**src/rtl/rule_conf_arbiter.sv**
```systemverilog
// Two-master lock arbiter for the deparser rule-configuration write port.
// Optional idle-lock timeout enabled by defining RULE_ARB_TIMEOUT_EN.
module rule_conf_arbiter #(
    parameter int REQ_NUM        = 2,
    parameter int RULE_NUM       = 32,
    parameter int CNT_WIDTH      = 16,
    parameter int TIMEOUT_CYCLES = 1024
) (
    input  logic                 i_clk,
    input  logic                 i_rst_n,
    input  logic [1:0]           i_req_valid,
    output logic [1:0]           o_req_ready,
    input  logic [1:0][31:0]     i_req_addr,
    input  logic [1:0][31:0]     i_req_wdata,
    output logic                 o_rule_wren,
    output logic [31:0]          o_rule_addr,
    output logic [31:0]          o_rule_wdata,
    output logic [1:0]           o_grant,
    output logic [CNT_WIDTH-1:0] o_commit_cnt,
    output logic [CNT_WIDTH-1:0] o_drop_cnt
);

    typedef enum logic {
        IDLE,
        LOCKED
    } state_t;

    state_t      state;
    logic        rr_ptr;
    logic        owner;
    logic        winner;
    logic        sel;
    logic        acc;
    logic [31:0] sel_addr;
    logic [31:0] sel_wdata;
    logic        is_stage;
    logic        is_commit;
    logic        drop;

    // Both valid: round-robin pointer decides; otherwise the lone requester.
    assign winner = (&i_req_valid) ? rr_ptr : i_req_valid[1];
    assign sel    = (state == LOCKED) ? owner : winner;

    always_comb begin
        o_req_ready = 2'b00;
        if (state == LOCKED) begin
            o_req_ready[owner] = 1'b1;
        end else if (|i_req_valid) begin
            o_req_ready[winner] = 1'b1;
        end
    end

    assign acc       = i_req_valid[sel] & o_req_ready[sel];
    assign sel_addr  = i_req_addr[sel];
    assign sel_wdata = i_req_wdata[sel];
    assign is_commit = sel_addr[16] & (sel_addr[10:8] == 3'd0);
    assign is_stage  = sel_addr[16] & (sel_addr[10:8] != 3'd0);
    assign drop      = is_commit & ({26'd0, sel_addr[5:0]} >= RULE_NUM);

`ifdef RULE_ARB_TIMEOUT_EN
    localparam int IW = (TIMEOUT_CYCLES > 1) ? $clog2(TIMEOUT_CYCLES) : 1;
    logic [IW-1:0] idle_cnt;
`endif

    always_ff @(posedge i_clk or negedge i_rst_n) begin
        if (!i_rst_n) begin
            state        <= IDLE;
            rr_ptr       <= 1'b0;
            owner        <= 1'b0;
            o_grant      <= 2'b00;
            o_rule_wren  <= 1'b0;
            o_rule_addr  <= 32'd0;
            o_rule_wdata <= 32'd0;
            o_commit_cnt <= '0;
            o_drop_cnt   <= '0;
`ifdef RULE_ARB_TIMEOUT_EN
            idle_cnt     <= '0;
`endif
        end else begin
            o_rule_wren <= 1'b0;
            if (acc && !drop) begin
                o_rule_wren  <= 1'b1;
                o_rule_addr  <= sel_addr;
                o_rule_wdata <= sel_wdata;
            end
            if (acc && is_commit) begin
                if (drop) begin
                    if (o_drop_cnt != '1) o_drop_cnt <= o_drop_cnt + 1'b1;
                end else begin
                    if (o_commit_cnt != '1) o_commit_cnt <= o_commit_cnt + 1'b1;
                end
            end
            unique case (state)
                IDLE: begin
`ifdef RULE_ARB_TIMEOUT_EN
                    idle_cnt <= '0;
`endif
                    if (acc) begin
                        if (is_stage) begin
                            state   <= LOCKED;
                            owner   <= sel;
                            o_grant <= sel ? 2'b10 : 2'b01;
                        end else begin
                            rr_ptr <= ~sel;
                        end
                    end
                end
                LOCKED: begin
                    if (acc && is_commit) begin
                        state   <= IDLE;
                        o_grant <= 2'b00;
                        rr_ptr  <= ~owner;
                    end
`ifdef RULE_ARB_TIMEOUT_EN
                    if (acc) begin
                        idle_cnt <= '0;
                    end else if (idle_cnt == IW'(TIMEOUT_CYCLES - 1)) begin
                        // Abandoned lock: release without issuing a write.
                        state    <= IDLE;
                        o_grant  <= 2'b00;
                        rr_ptr   <= ~owner;
                        idle_cnt <= '0;
                        if (o_drop_cnt != '1) o_drop_cnt <= o_drop_cnt + 1'b1;
                    end else begin
                        idle_cnt <= idle_cnt + 1'b1;
                    end
`endif
                end
                default: state <= IDLE;
            endcase
        end
    end

endmodule
```
**config.mk**
```make
export PLATFORM = sky130hd
export DESIGN_NAME = rule_conf_arbiter
export DESIGN_NICKNAME = d
export VERILOG_FILES = /design/src/rtl/rule_conf_arbiter.sv
export SDC_FILE = /design/constraint.sdc
export NUM_CORES = 1
export LEC_CHECK = 0
export CORE_ASPECT_RATIO = 1.2
export CORE_MARGIN = 4
export CORE_UTILIZATION = 35
export CTS_CLUSTER_SIZE = 12
export DETAILED_ROUTE_END_ITERATION = 6
export PLACE_DENSITY_LB_ADDON = 0.3
export REMOVE_ABC_BUFFERS = 1
export SETUP_SLACK_MARGIN = 0.2
export SYNTH_ARGS = -nofsm -noshare
export SYNTH_HDL_FRONTEND = slang
export SYNTH_SLANG_ARGS = --single-unit
```
**constraint.sdc**
```tcl
create_clock -name i_clk -period 3.4 [get_ports i_clk]
set_input_delay 0.51 -clock i_clk [delete_from_list [all_inputs] [get_ports i_clk]]
set_output_delay 0.51 -clock i_clk [all_outputs]
set_load 0.01 [all_outputs]
```
; ---- After elaboration in Yosys (flattened, before gate mapping)
; Index checks and enable logic that the tools add are counted.
[totals]
out_inout_bits = 101
ff_bits = 102
input_bits = 132
wordCells = 75
[classes]
n_mux = 30
magnitude_cmp = 6
addsub = 2
n_reduce_logical = 14
bitwise = 8
eq_ne = 6
[op_table]
columns = cell, n
row1 = 2-to-1 mux 32 bit, 4
row2 = "adder 16 x 1 -> 16 bit, second input constant", 2
row3 = "inequality test 16 bit, second input constant", 2
row4 = 2-to-1 mux 1 bit, 15
row5 = AND reduction 3 bit, 5
row6 = 2-to-1 mux 2 bit, 6
row7 = ">= comparator 6 bit, second input constant", 1
row8 = "< comparator 1 x 2 -> 1 bit, second input constant", 3
row9 = "inequality test 2 bit, second input constant", 3
row10 = AND 1 bit, 4
row11 = logical AND 1 bit, 4
row12 = inverter 1 bit, 4
row13 = one-hot mux 1 bit (2 select lines), 2
row14 = one-hot mux 2 bit (2 select lines), 1
row15 = zero test 3 bit, 1
row16 = nonzero test 3 bit, 1
row17 = demux 1 bit (select 1 bit), 2
row18 = ">= comparator 1 bit, second input constant", 2
row19 = "inequality test 2 x 1 -> 1 bit, second input constant", 1
row20 = AND reduction 2 bit, 1
row21 = OR reduction 2 bit, 1
row22 = zero test 1 bit, 1

; ---- Depth between registers and ports, before layout
; Gate-level depths: netlist of the first run.
[depth]
word_depth = 14
mapped_depth = 8

; ---- Worst setup path before layout of the first run
; No wires, ideal clock.
[synth_path]
kind = in2reg
from = in i_req_addr[8] in the netlist's numbering
to = reg o_commit_cnt[14]
t_required_ns = 3.272
t_arrival_ns = 1.887
path_slack_ns = 1.386
path_buffers = 0
stages = 6
setup_ns = 0.128
cell_sequence = or4b_4 nor2_2 mux2i_2 or4_1 nor2_1 mux2i_1
[synth_between]
elab_chain_cells = 7
word_cells_on_any_way = 8
[synth_lines]
columns = element, line_no
row1 = from (decl), 13  ; input logic [1:0][31:0] i_req_addr,
row2 = 2-to-1 mux 32 bit (implied by the code) (*) (2 in a row), 54  ; assign sel_addr = i_req_addr[sel];
row3 = zero test 3 bit (*), 56  ; assign is_commit = sel_addr[16] & (sel_addr[10:8] == 3'd0);
row4 = AND 1 bit (*), 56
row5 = AND 1 bit, 58  ; assign drop = is_commit & ({26'd0, sel_addr[5:0]} >= RULE_NUM);
row6 = inverter 1 bit (no source line), --
row7 = AND reduction 3 bit (no source line) (*), --
row8 = to (signal assigned), 90  ; if (o_commit_cnt != '1) o_commit_cnt <= o_commit_cnt + 1'b1;
row9 = to (decl), 19  ; output logic [CNT_WIDTH-1:0] o_commit_cnt,
; Mark *: on every way between the ends. The rest lies on a longest branch, timed or not. The select of a mux whose other input is x is not followed.
; A chain may end at the register's enable or synchronous reset.

; ---- Worst setup path after layout of the first run
[layout_path]
from = in i_req_valid[1]
to = out o_req_ready[1]
[layout_between]
elab_chain_cells = 8
word_cells_on_any_way = 10
[layout_lines]
columns = element, line_no
row1 = from (decl), 11  ; input logic [1:0] i_req_valid,
row2 = AND reduction 2 bit, 41  ; assign winner = (&i_req_valid) ? rr_ptr : i_req_valid[1];
row3 = 2-to-1 mux 1 bit, 41
row4 = < comparator 1 x 2 -> 1 bit (implied by the code) / >= comparator 1 bit (equally long branches), 49  ; o_req_ready[winner] = 1'b1;
row5 = logical AND 1 bit (implied by the code), 49
row6 = 2-to-1 mux 1 bit (implied by the code), 49
row7 = demux 1 bit (select 1 bit), 49
row8 = 2-to-1 mux 2 bit (*), 48  ; end else if (|i_req_valid) begin
row9 = 2-to-1 mux 2 bit (*), 46  ; if (state == LOCKED) begin
row10 = to (decl), 12  ; output logic [1:0] o_req_ready,
; Mark *: on every way between the ends. The rest lies on a longest branch, timed or not.

==> results.ini, run 1 <==
[status]
status = finished, final reports clean

[clock_network]
cts_inserted_buffers = 9
insertion_delay_ns = 0.34
cts_tree = yes
cts-resized-gates = 0
cts_root_buf = clkbuf_16
cts.clk_slew.worst_paths_ns = 0.07
postCtsSetupBuffers = 0
h-tree-depth = 3
holdBufCountCts = 0
clock_sinks = 102
clockBufferDepth = 2

[cells_and_area]
syn2layout_area_growth_pct = 56.9
final_cells = 860
antennaDiodeCount = 0
n_fill_cell = 1184
multi_input_area_um2 = 2170
layout-drive-gt1-share_pct = 5.64
register_area_um2 = 2550
nets = 821

[synthesis]
yosys.area.top_type_share_pct = 52.5
async_flop_share_pct = 100
synth-seq-cells = 102
synth_top_family_by_area = multiplexers
synth_cells = 460
ys_seq_area_share_pct = 52.5
synth_xor_area_share_pct = 4.86
yosys.area_share.adder_pct = 0.514
muxShareOfSynthArea_pct = 15.0
yosys_warnings = 0
synth_edf_count = 0
yosysTopAreaCell = dfrtp_1
synth-simple-area-share_pct = 14.7
synth_area_um2 = 4870
synthTopCellsByArea = dfrtp_1 (52%), mux2i_1 (14%), o21ai_0 (6.6%)
synth.distinct_cells = 44
avgSynthCellArea_um2 = 10.6
synthFlopType = dfrtp_1
synth_compound_area_share_pct = 9.28

[sta]
final-hold-violation-count = 0
rsz0062_at_grt = no
worst_slack_ns = 0.745
finalCritPeriodShare_pct = 78.1
clock_skew_ns = 0.00594
hold_ws_ns = 0.386
tns_ns = 0
max_freq_mhz = 377
slew_headroom_pct = 23.4
post-route-min-period_ns = 2.65
tightestPinTransition_ns = 1.15
setup_viol = 0
slew_viol_final = 0

[worst_setup_path]
timing.rr.end = o_rule_addr[14]$_DFFE_PN0P_
cp_max_fo = 5
path_class = input pin to primary output
r2r-start = state$_DFF_PN0_
cp_cell_sequence = clkdlybuf4s50_1, nand2b_1, o21ai_4, clkdlybuf4s50_1
crit_path_start_kind = input pin
cp_data_arrival_time_ns = 2.14
r2r_slack_ns = 1.19
rr_worst_depth = 5
crit_path_max_incr_delay_ns = 0.72
cp_slowest_cell = clkdlybuf4s50_1
required_ns = 2.89
end_kind = primary output
crit_top_cell = clkdlybuf4s50_1

[power]
power.density_nw_per_um2 = 703
p_leak_nw = 3.15
finalPower_mw = 5.37
peakVddDrop_mv = 0.391

[place]
place_inst = 844
gp_congestion = 0.800
place_hpwl_um = 11500
io_buffers = 232
post-place-ws_ns = 0.620

[route]
num_vias = 4266
antenna_left = 0
firstDrtPassIters = 5
drt_iter0_drc = 124
viasPerCell = 4.96
post-route-drc-count = 0
wl_per_cell_um = 17.0
routed_wl_um = 14600

[global_route]
grt_overflow = 0
grt_max_degree = 93
grt_first_pass_wirelength_um = 22500
grtUsageTotal_pct = 18.4
grt_pass1_vias = 4298
antenna_found_initial = 0

[floorplanning]
die_w_um = 116
dieArea_um2 = 15900
die_y_um = 137
core_area_um2 = 13400
io_pins = 233
rows = 46
initial_core_util_pct = 36.3

[flow_run]
maxCapViolations = 0

[hold_path]
hold_path.class = input pin to async pin

power by group:
part / total [mW] / internal, mW / switching, mW
Clock: 1.01 / 0.570 / 0.441
Sequential: 1.91 / 1.64 / 0.263
Combinational: 2.45 / 1.31 / 1.14
Total: 5.37 / 3.53 / 1.85
through the flow:
step	util (%)	instance area [um^2]
2_1_floorplan	-	4730
5_1_grt	56.9	7640
3_3_place_gp	54.8	7340
3_5_place_dp	54.8	7340
4_1_cts	56.9	7640
6_report	56.9	7640
state kept, by name, summed over array words and instances, names as in the netlist:
| register | count |
|---|---|
| o_grant | 2 |
| rr_ptr | 1 |
| o_rule_wdata | 32 |
| owner | 1 |
| o_drop_cnt | 16 |
| state | 1 |
| o_commit_cnt | 16 |
| o_rule_wren | 1 |
| o_rule_addr | 32 |
cell families (layout without fill, tap and decap cells):
group           after synthesis  after routing
simple gates                146            146
flops                       102            102
compound gates               82             82
fa+ha+maj                     2              2
mux                          72             72
xor+xnor                     27             27
buf+inv                      29            261
cells in the mapped netlist, drive strengths merged (2+ instances only):
master and number:
nor2b 3, mux2i 69, clkbuf 6, nor4 2, a31o 3, o2bb2ai 2, dfrtp 102, nand3 10
nand4 14, a21oi 7, nand2 80, xnor2 23, xor2 4, and4 2, nor2 12, inv 5
ha 2, o21ai 65, mux2 3, nor3 6, and3 8, buf 18
metal layers:
| metal | track usage [%] | wire, um | vias to the layer above |
|---|---|---|---|
| li1 | - | - | 2066 |
| met1 | 21.1 | 5540 | 2012 |
| met2 | 32.3 | 7470 | 161 |
| met3 | 4.56 | 1060 | 27 |
| met4 | 8.38 | 537 | 0 |
| met5 | 0 | 0 | - |
worst max-delay path: cells and delay by family:
kind | cells | cell delay [ns]
buffers and inverters | 2 | 1.29
AO/OA/AOI/OAI | 1 | 0.22
AND/OR/NAND/NOR | 1 | 0.12
cell usage in the layout (no fill, tap or decap), types with 2 or more instances in the layout:
master,instances
and4_1,2
clkinv_2,3
a21oi_1,7
xor2_1,4
nor3_1,4
inv_1,5
clkdlybuf4s50_1,231
xnor2_1,23
a31o_2,3
nand2_1,79
and3_1,8
dfrtp_1,102
mux2i_1,68
mux2_2,3
nor2b_1,3
ha_1,2
nor4_1,2
clkbuf_16,9
nand4_1,14
nor2_1,11
clkinv_4,2
nand3_1,10
o21ai_0,64
buf_4,8
area by class of cell:
type | count | share of cell area (%)
inverters | 5 | 0.246
clock inverters | 6 | 0.819
multi-input cells | 329 | 28.4
well taps | 168 | 2.75
clock buffers | 10 | 3.00
repair buffers | 240 | 31.3
flip-flops and latches | 102 | 33.4
how the worst max path moves through the flow:
stage | from | endpoint | slack (ns) | cells past startpoint
finish | i_req_valid[1] | o_req_ready[1] | 0.75 | 4
global route | i_req_valid[1] | o_req_ready[1] | 0.67 | 4
CTS | i_req_valid[1] | o_req_ready[1] | 0.73 | 4
detailed placement | i_req_addr[16] | o_commit_cnt[1]$_DFFE_PN0P_ | 0.62 | 6
global placement | i_req_addr[8] | o_commit_cnt[1]$_DFFE_PN0P_ | 0.67 | 6
floorplan | i_req_valid[0] | o_rule_addr[16]$_DFFE_PN0P_ | -2.66 | 7
No activity file was read; power rests on OpenSTA's default activity.
==> inputs of run 2 (changes only) <==
- clock period: 3.4 -> 2.44 ns (I/O delays scaled with it)
==> results.ini, run 2 (synthesis gave the netlist of run 1 again) <==
[status]
status = finished, final reports clean

[worst_setup_path]
end_kind = primary output
cp_data_arrival_time_ns = 1.76
crit_path_start_kind = input pin
path_class = input pin to primary output
cp_max_fo = 5
crit_path_start = i_req_valid[0]
crit_path_max_incr_delay_ns = 0.48
timing.rr.end = o_drop_cnt[1]$_DFFE_PN0P_
cp_slowest_cell = clkdlybuf4s50_1
worstSetupEndpoint = o_req_ready[1]
r2r_slack_ns = 0.37
cp_cell_sequence = clkdlybuf4s50_1, nor2b_1, o21ai_4, buf_12, dlygate4sd2_1
required_ns = 2.07
r2r-start = state$_DFF_PN0_
rr_worst_depth = 6

[sta]
worst_slack_ns = 0.319
slew_headroom_pct = 68.1
post-route-min-period_ns = 2.12
setup_viol = 0
finalCritPeriodShare_pct = 86.9
clock_skew_ns = 0.00561
tightestPinTransition_ns = 0.478
final-hold-violation-count = 0
max_freq_mhz = 471
slew_viol_final = 0
rsz0062_at_grt = no

[floorplanning]
io_pins = 233
dieArea_um2 = 15900
initial_core_util_pct = 36.3
rows = 46
die_w_um = 116
die_y_um = 137
core_area_um2 = 13400

[clock_network]
insertion_delay_ns = 0.33
postCtsSetupBuffers = 0
cts.clk_slew.worst_paths_ns = 0.06
cts_root_buf = clkbuf_16
clockBufferDepth = 2
cts_tree = yes
clock_sinks = 102
cts_inserted_buffers = 9
h-tree-depth = 3

[flow_run]
maxCapViolations = 0

[cells_and_area]
multi_input_area_um2 = 2180
layout-drive-gt1-share_pct = 8.29
syn2layout_area_growth_pct = 60.9
top_regs = o_rule_addr x32, o_rule_wdata x32
layout_commonest_cell = clkdlybuf4s50_1
n_fill_cell = 1185
final_cells = 880
nets = 841
register_area_um2 = 2550
antennaDiodeCount = 0
final_cell_mix = clkdlybuf4s50_1 (230), dfrtp_1 (102), nand2_1 (79)

[global_route]
grt_pass1_vias = 4461
grt_overflow = 0
grt_max_degree = 48
grt_first_pass_wirelength_um = 23100
grtUsageTotal_pct = 18.7
antenna_found_initial = 0

[route]
wl_per_cell_um = 17.0
firstDrtPassIters = 4
drt_iter0_drc = 205
viasPerCell = 4.90
antenna_left = 0
post-route-drc-count = 0
num_vias = 4316
routed_wl_um = 14900

[hold_path]
hold_path.class = flop to flop

[place]
io_buffers = 232
place_inst = 863
place_hpwl_um = 12000
post-place-ws_ns = -0.0798
gp_congestion = 0.809

[power]
peakVddDrop_mv = 0.513
finalPower_mw = 7.56
p_leak_nw = 3.26
power.density_nw_per_um2 = 966

[run 2: worst min path at each step]
stage	start	endpoint	slack, ns	depth (start not counted)
2_1_floorplan	i_rst_n	o_commit_cnt[0]$_DFFE_PN0P_	0.07	0
3_3_place_gp	i_rst_n	o_rule_wdata[13]$_DFFE_PN0P_	0.35	1
4_1_cts	o_rule_addr[17]$_DFFE_PN0P_	o_rule_addr[17]$_DFFE_PN0P_	0.49	2
5_1_grt	o_rule_addr[22]$_DFFE_PN0P_	o_rule_addr[22]$_DFFE_PN0P_	0.50	2
3_5_place_dp	i_rst_n	o_rule_addr[26]$_DFFE_PN0P_	0.35	1
6_report	o_rule_wdata[1]$_DFFE_PN0P_	o_rule_wdata[1]$_DFFE_PN0P_	0.48	2
[run 2: stage by stage]
step | cell area, um^2 | utilization (%) | hold WS, ns | TNS, ns
final | 7830 | 58.4 | 0.478 | 0
after global routing | 7830 | 58.4 | 0.505 | 0
after global placement | 7540 | 56.2 | 0.347 | -0.0117
after CTS | 7820 | 58.3 | 0.486 | 0
after floorplan | 4730 | - | 0.0704 | -302.67
after detailed placement | 7540 | 56.2 | 0.353 | -0.100
[run 2: power by group]
group	internal [mW]	total, mW	switching [mW]
registers	2.29	2.66	0.365
logic	1.93	3.57	1.64
clock network	0.720	1.34	0.616
[run 2: what timing repair did]
item / CTS / global route
hold buffers: 1 / 0
endpoints found under the hold margin: 5 / 0
endpoints found under the setup margin: 1 / 1
gates cloned: 0 / 0
resized for setup: 1 / 1
[run 2: final cells by class]
type | count | share of cell area, %
Inverter | 5 | 0.240
Clock inverter | 5 | 0.432
Multi-Input combinational cell | 329 | 27.8
Tap cell | 168 | 2.68
Timing Repair Buffer | 260 | 33.1
Clock buffer | 11 | 3.10
Sequential cell | 102 | 32.6
[run 2: worst max-delay path, delay by kind of cell]
kind,cells,cell delay [ns]
AOI/OAI and AO/OA,1,0.25
buffers and inverters,3,0.94
and+or+nand+nor,1,0.20
[run 2: per-layer routing]
layer / GRT usage (%) / share of wire (%)
met3: 4.07 / 5.8
met5: 0 / 0
met1: 21.3 / 39
met4: 5.03 / 1.7
met2: 35.1 / 54
==> inputs of run 3 (changes only) <==
- DONT_BUFFER_PORTS: unset -> 1
==> results.ini, run 3 (synthesis gave the netlist of run 1 again) <==
[status]
status = finished, violations left
violations = negative hold slack

[cells_and_area]
top_regs = o_rule_addr x32, o_rule_wdata x32
layout-drive-gt1-share_pct = 7.86
layout_commonest_cell = dfrtp_1
fin_util_pct = 39.8
final_cells = 626
nets = 587
final_area_um2 = 5340
antennaDiodeCount = 0
syn2layout_area_growth_pct = 9.80
final_cell_mix = dfrtp_1 (102), nand2_1 (79), mux2i_1 (68)

[route]
met3_length_um = 1150
wl_per_cell_um = 19.0
num_vias = 3338
drt_iter0_drc = 162
wl_met1_um = 4750
top_layer = met4
antenna_left = 0
viasPerCell = 5.33
firstDrtPassIters = 4
wl_met2_um = 5740
routed_wl_um = 11900
post-route-drc-count = 0

[clock_network]
clock_sinks = 102
cts_root_buf = clkbuf_16
postCtsSetupBuffers = 0
clockBufferDepth = 2
cts_inserted_buffers = 9
insertion_delay_ns = 0.34
cts.clk_slew.worst_paths_ns = 0.07
cts_tree = yes
h-tree-depth = 3

[sta]
post-route-min-period_ns = 2.13
slew_headroom_pct = 64.6
final-hold-violation-count = 102
tns_ns = 0
tightestPinTransition_ns = 0.526
rsz0062_at_grt = yes
clock_skew_ns = 0.00567
finalCritPeriodShare_pct = 87.2
slew_viol_final = 0
hold_ws_ns = -0.284
setup_viol = 0
max_freq_mhz = 470

[power]
peakVddDrop_mv = 0.495
p_leak_nw = 2.27
p_seq_share_pct = 50.4
p_sw_mw = 2.27
power.density_nw_per_um2 = 1150
p_comb_share_pct = 24.8
clockPowerShare_pct = 24.8
p_int_mw = 3.89
switching_share_pct = 36.9

[worst_setup_path]
crit_path_max_incr_delay_ns = 0.46
r2r_slack_ns = 0.31
rr_worst_depth = 6
crit_top_cell = mux2_2
path_buf_inv = 1
cp_slowest_cell = dfrtp_1
r2r-start = state$_DFF_PN0_
end_kind = flop
cp_max_fo = 8
timing.rr.end = o_drop_cnt[1]$_DFFE_PN0P_
required_ns = 2.67
cp_data_arrival_time_ns = 2.36
cp_cell_sequence = nand2b_1, o21ai_4, mux2_2, nor2_1, buf_4, mux2_2
crit_path_start_kind = flop
path_class = flop to flop
crit_family = multiplexers

[floorplanning]
die_y_um = 137
rows = 46
io_pins = 233
dieArea_um2 = 15900
core_area_um2 = 13400
die_w_um = 116
initial_core_util_pct = 36.3

[place]
place_hpwl_um = 9090
gp_congestion = 0.791
io_buffers = 0
place_area_um2 = 5020
place_inst = 610

[global_route]
grt_first_pass_wirelength_um = 18300
grt_pass1_vias = 3412
grt_overflow = 0
grtUsageTotal_pct = 15.0
antenna_found_initial = 0
grt_max_degree = 103

[hold_path]
hold_path.class = input pin to async pin

[flow_run]
maxCapViolations = 0

-- run 3: cell count changes in the layout (fill, tap and decap cells not counted), moves of 2 or more --
cell and change:
clkinvlp_4 -2, clkdlybuf4s50_1 -230, buf_12 -3, buf_4 -19, bufinv_16 +2
-- run 3: final cells by class --
type | instances | area (um^2)
clock buffers | 12 | 246
flip-flops and latches | 102 | 2550
clock inverters | 4 | 70.1
well taps | 168 | 210
multi-input cells | 329 | 2170
inverters | 5 | 18.8
fillers | 1321 | 8070
repair buffers | 6 | 70.1
-- run 3: what timing repair did --
action | 4_1_cts | 5_1_grt
endpoints found under the hold margin | 102 | 102
setup endpoints to repair | 0 | 8
resized for setup | 0 | 1
-- run 3: per-layer routing --
metal,vias to the layer above,track usage [%]
li1,1591,-
met3,21,5.13
met5,-,0
met1,1582,18.1
met2,144,24.2
met4,0,6.83
-- run 3: power by group through the flow --
stage                     Sequential [mW]  Combinational [mW]  Clock (mW)
after floorplan                      2.94                1.35           0
after global placement               3.14                1.48           0
after detailed placement             3.15                1.57           0
after CTS                            3.13                1.56        1.58
after global routing                 3.18                1.75        1.66
final                                3.11                1.53        1.53
-- run 3: worst max path at each step --
stage / to / startpoint / cells after the start / slack (ns)
2_1_floorplan: o_rule_addr[16]$_DFFE_PN0P_ / state$_DFF_PN0_ / 7 / -3.57
3_3_place_gp: o_commit_cnt[1]$_DFFE_PN0P_ / i_req_addr[8] / 5 / 0.30
3_5_place_dp: o_commit_cnt[1]$_DFFE_PN0P_ / i_req_addr[8] / 5 / 0.27
4_1_cts: o_grant[0]$_DFFE_PN0P_ / state$_DFF_PN0_ / 6 / 0.30
5_1_grt: o_grant[0]$_DFFE_PN0P_ / state$_DFF_PN0_ / 6 / 0.19
6_report: o_drop_cnt[1]$_DFFE_PN0P_ / state$_DFF_PN0_ / 6 / 0.31
-- run 3: per-stage QoR --
stage          setup WS [ns]  total power, mW
4_1_cts                0.299             6.27
3_5_place_dp           0.268             4.72
5_1_grt                0.189             6.59
3_3_place_gp           0.302             4.62
6_report               0.313             6.16
2_1_floorplan          -3.57             4.28
